$ cat src/rtl/alu_share_sched.sv
// Two-requester round-robin scheduler that time-shares one external single-cycle ALU.
// Each operation takes accept, execute and respond cycles. Results return with the owner ID.
module alu_share_sched #(
  parameter int W    = 32,
  parameter int OPW  = 10,
  parameter int CNTW = 16
) (
  input  logic            clk,
  input  logic            rst_n,
  input  logic            req0_valid,
  input  logic            req1_valid,
  output logic            req0_ready,
  output logic            req1_ready,
  input  logic [W-1:0]    req0_v1,
  input  logic [W-1:0]    req0_v2,
  input  logic [W-1:0]    req1_v1,
  input  logic [W-1:0]    req1_v2,
  input  logic [OPW-1:0]  req0_op,
  input  logic [OPW-1:0]  req1_op,
  output logic [W-1:0]    alu_v1,
  output logic [W-1:0]    alu_v2,
  output logic [OPW-1:0]  alu_op,
  input  logic [W-1:0]    alu_result,
  output logic            rsp_valid,
  input  logic            rsp_ready,
  output logic            rsp_id,
  output logic [W-1:0]    rsp_data,
  output logic            rsp_err,
  output logic [CNTW-1:0] done_cnt
);

  typedef enum logic [1:0] {IDLE, EXEC, RESP} state_t;

  state_t          r_state, w_state_next;
  logic            r_last_grant;
  logic            r_id;
  logic [W-1:0]    r_v1, r_v2;
  logic [OPW-1:0]  r_op;
  logic [W-1:0]    r_rsp_data;
  logic            r_rsp_err;
  logic [CNTW-1:0] r_done_cnt;
  logic            w_grant0, w_grant1;
  logic            w_op_err;

  // An op is illegal unless exactly one bit is set; zero counts as illegal.
  assign w_op_err = (r_op == '0) || ((r_op & (r_op - OPW'(1))) != '0);

  always_ff @(posedge clk or negedge rst_n) begin
    if (!rst_n) r_state <= IDLE;
    else        r_state <= w_state_next;
  end

  always_comb begin
    w_state_next = r_state;
    w_grant0     = 1'b0;
    w_grant1     = 1'b0;
    alu_op       = '0;
    case (r_state)
      IDLE: begin
        // Requester 0 wins a tie only when requester 1 had the previous grant.
        if (req0_valid && (!req1_valid || r_last_grant)) w_grant0 = 1'b1;
        else if (req1_valid)                             w_grant1 = 1'b1;
        if (w_grant0 || w_grant1) w_state_next = EXEC;
      end
      EXEC: begin
        alu_op       = r_op;
        w_state_next = RESP;
      end
      RESP: begin
        if (rsp_ready) w_state_next = IDLE;
      end
      default: w_state_next = IDLE;
    endcase
  end

  always_ff @(posedge clk or negedge rst_n) begin
    if (!rst_n) begin
      r_last_grant <= 1'b1;
      r_id         <= 1'b0;
      r_v1         <= '0;
      r_v2         <= '0;
      r_op         <= '0;
      r_rsp_data   <= '0;
      r_rsp_err    <= 1'b0;
      r_done_cnt   <= '0;
    end else begin
      if (w_grant0 || w_grant1) begin
        r_v1         <= w_grant1 ? req1_v1 : req0_v1;
        r_v2         <= w_grant1 ? req1_v2 : req0_v2;
        r_op         <= w_grant1 ? req1_op : req0_op;
        r_last_grant <= w_grant1;
        r_id         <= w_grant1;
      end
      if (r_state == EXEC) begin
        r_rsp_data <= w_op_err ? '0 : alu_result;
        r_rsp_err  <= w_op_err;
      end
      if (r_state == RESP && rsp_ready) r_done_cnt <= r_done_cnt + CNTW'(1);
    end
  end

  assign req0_ready = w_grant0;
  assign req1_ready = w_grant1;
  assign alu_v1     = r_v1;
  assign alu_v2     = r_v2;
  assign rsp_valid  = (r_state == RESP);
  assign rsp_id     = r_id;
  assign rsp_data   = r_rsp_data;
  assign rsp_err    = r_rsp_err;
  assign done_cnt   = r_done_cnt;

endmodule

$ cat config.mk
export PLATFORM = sky130hd
export DESIGN_NAME = alu_share_sched
export DESIGN_NICKNAME = d
export VERILOG_FILES = /design/src/rtl/alu_share_sched.sv
export SDC_FILE = /design/constraint.sdc
export NUM_CORES = 1
export LEC_CHECK = 0
export CAP_MARGIN = 20
export CELL_PAD_IN_SITES_DETAIL_PLACEMENT = 1
export CELL_PAD_IN_SITES_GLOBAL_PLACEMENT = 1
export CORE_MARGIN = 2
export CORE_UTILIZATION = 26
export CTS_BUF_LIST = sky130_fd_sc_hd__clkbuf_2 sky130_fd_sc_hd__clkbuf_4 sky130_fd_sc_hd__clkbuf_8
export DETAILED_ROUTE_END_ITERATION = 8
export PLACE_DENSITY_LB_ADDON = 0.25
export SYNTH_ARGS = -nofsm -noshare
export SYNTH_HDL_FRONTEND = slang
export SYNTH_SLANG_ARGS = --single-unit
export TNS_END_PERCENT = 30
$ cat constraint.sdc
create_clock -name clk -period 1.6 [get_ports clk]
set_input_delay 0.4 -clock clk [delete_from_list [all_inputs] [get_ports clk]]
set_output_delay 0.4 -clock clk [all_outputs]
set_load 0.01 [all_outputs]
==> results by group <==
Run status
  – Status: finished, violations left
  – Failing checks: negative setup slack

Yosys
  – Post-synth top area share: 58.32%
  – Top FF cell, synth: dfrtp_1
  – Post-synth top area cell: dfrtp_1
  – Distinct cell type count after synthesis: 43
  – Post-Syn Area: 5406 um2
  – Top post-synthesis cells by area: dfrtp_1, o22ai_1, o21ai_0
  – Avg Inst Size Synth: 10.64 um2
  – Seq/Total Area, Yosys: 58.81%
  – Number of flops mapped to enable cells by yosys: 0
  – Synth warn: 0
  – Async SR Flop Fraction: 100.0%
  – Post-synthesis register bit count: 127
  – Net Count, Synth: 694
  – Gate count of the mapped netlist: 508

Drt
  – DRC: 0
  – Routed Antenna Nets: 0
  – Avg Vias per Cell: 4.739
  – 1st-iter DRT viols: 146
  – Vias: 5,398
  – Drt pass-1 iters: 4
  – Wire per inst: 18.24 um
  – Routed WL: 20,770 um

CTS
  – Htree depth: 4
  – CTS root buffer: clkbuf_8
  – Worst-skew pair later-pin latency: 0.43 ns
  – Sinks on the clock net: 127
  – Clk pin slew, worst setup/hold paths: 0.07 ns
  – CTS tree: built
  – Clk buf depth: 2
  – Clock buffers created by TritonCTS: 17

Critical path
  – Worst Setup Start Kind: flop
  – Crit Path Max Fanout: 4
  – Kind of critical path: flop to output pin
  – Worst EP arrival: 1.46 ns
  – CP max stage delay: 0.44 ns
  – Worst path cell trace: buf_6 -> buf_6 -> nor3_4 -> buf_2
  – CP endpoint kind: output pin
  – Required @ worst endpoint: 1.20 ns
  – Most used cell along the critical path: buf_6
  – Critical path's slowest cell: dfrtp_2

Placed design
  – Post-placement cell count: 1,091
  – Hpwl dp: 15,280 um
  – Placer Congestion: 0.7847
  – Port buffer count: 311

STA
  – Final worst slack: -0.2634 ns
  – Setup violators final: 91
  – Slew @ Worst Pin: 0.4490 ns
  – Slew headroom: 70.06%
  – Fin Hold WS: 0.4020 ns
  – Fin. max-slew vios: 0
  – Tmin final: 1.863 ns
  – RSZ-0062 raised after global routing: true
  – Tcrit/Tclk final: 116.5%
  – Fmax: 0.5366 GHz
  – Final Hold Viols: 0
  – Max Clock Skew: 0.01108 ns

Global routing
  – Global-route wire length before repair: 32,100 um
  – Gr ovfl total: 0
  – Initial antenna violation count: 1
  – Total track usage: 18.91%
  – Largest net degree at the start of global routing: 83
  – Vias in the first global route: 6,016

Final layout
  – Fillers: 2,274
  – Share of layout cells above drive strength 1: 17.86%
  – Register area: 3187 um2
  – Final Non-Filler Cells: 1,139
  – Post-route core utilization: 47.94%
  – Layout net count: 1,042
  – Most frequent cells in the layout: clkdlybuf4s50_1, dfrtp_1, dlygate4sd2_1
  – Most common cell after layout, fill and taps aside: clkdlybuf4s50_1
  – Area of the multi-input gates: 2165 um2
  – Area Growth Syn to Fin: 79.98%

Floorplan
  – Core area: 20,300 um2
  – Chip Width: 148.2 um
  – IO Pins: 312
  – Placement row count: 52
  – Die area: 21,960 um2
  – Chip Height: 148.2 um
  – Initial Util: 26.63%

Power and ir drop
  – Pwr Total: 15.75 mW
  – PwrDens: 1619 nW/um2
  – Worst vdd ir: 0.6437 mV
  – P_leak: 4.471 nW

Hold path
  – HP Class: input port to async pin

Job
  – Max-capacitance violation count: 0
-- cell type report --
class                           instances  area share (%)
Inverter                                5          0.1929
Clock inverter                         12           1.646
Tap cell                              270           3.472
Timing Repair Buffer                  368           37.05
Clock buffer                           19           2.623
Antenna cell                            1         0.02572
Multi-Input combinational cell        337           22.25
Sequential cell                       127           32.75
-- synthesized netlist by cell type (4+ instances only) --
| cell | instances |
|---|---|
| a22o_1 | 32 |
| and2_1 | 8 |
| buf_2 | 8 |
| buf_6 | 4 |
| clkbuf_1 | 27 |
| dfrtp_1 | 126 |
| inv_1 | 5 |
| nand2_1 | 81 |
| nand3_1 | 6 |
| nand4_1 | 4 |
| nor2_1 | 12 |
| o21ai_0 | 73 |
| o22ai_1 | 71 |
| xnor2_1 | 9 |
| xor2_1 | 6 |
-- what timing repair did --
action,CTS,global route
setup endpoints to repair,245,141
cloned,4,0
endpoints found under the hold margin,19,0
setup buffers,9,2
pin swaps,14,6
resized for setup,245,32
hold buffers,1,0
-- where the power goes --
part,leakage [nW],internal [mW],switching [mW]
clock network,0.210,1.61,1.35
logic,2.64,3.68,3.79
registers,1.62,4.51,0.818
-- state kept, by name (all words and copies together) (netlist names) --
name	flops
alu_v1	32
done_cnt	16
r_last_grant	1
rsp_data	32
alu_v2	32
rsp_err	1
rsp_id	1
r_op	10
r_state	2
-- worst max-delay path: cells and delay by family (launching register included) --
family                 cells  cell delay, ns
flip-flops                 1            0.44
buffers and inverters      3            0.43
AND/OR/NAND/NOR            1            0.17
-- routing by layer --
metal / track usage [%] / wire (um) / vias to the layer above
met1: 21.41 / 8123 / 2627
met5: 0 / 0 / -
met2: 33.66 / 10630 / 206
met3: 6.933 / 1686 / 19
li1: - / - / 2546
met4: 5.000 / 333 / 0
-- per-stage QoR --
stage	setup TNS [ns]	instance area, um2	setup WS, ns
3_5_place_dp	-57.46	9081	-0.6346
5_1_grt	-23.87	9731	-0.3601
3_3_place_gp	-47.52	9081	-0.5633
2_1_floorplan	-0.7782	5413	-0.02655
4_1_cts	-15.19	9673	-0.3259
6_report	-13.27	9731	-0.2634
-- final timing paths --
kind / to / depth (start not counted) / start / slack, ns
worst max-delay path: req1_ready / 4 / r_state[0]$_DFFE_PN0P_ / -0.26
worst min register to register: alu_v2[13]$_DFFE_PN0P_ / 2 / alu_v2[13]$_DFFE_PN0P_ / 0.48
worst max register to register: rsp_data[10]$_DFFE_PN0N_ / 7 / r_op[2]$_DFFE_PN0P_ / -0.25
min in group clk: alu_v2[13]$_DFFE_PN0P_ / 2 / alu_v2[13]$_DFFE_PN0P_ / 0.48
worst min-delay path: alu_v1[27]$_DFFE_PN0P_ / 2 / rst_n / 0.40
max in group asynchronous: alu_v2[0]$_DFFE_PN0P_ / 3 / rst_n / 0.65
-- cell families after synthesis --
logic type,share of synthesized area [%]
AOI/OAI and AO/OA,22.47
xor gates and xnor gates,2.430
adders and majority gates,0.4397
buffers and inverters,3.934
DFF,58.81
muxes,0.5786
and+or+nand+nor,11.34
Note: power is estimated with default switching activity, not from simulation.
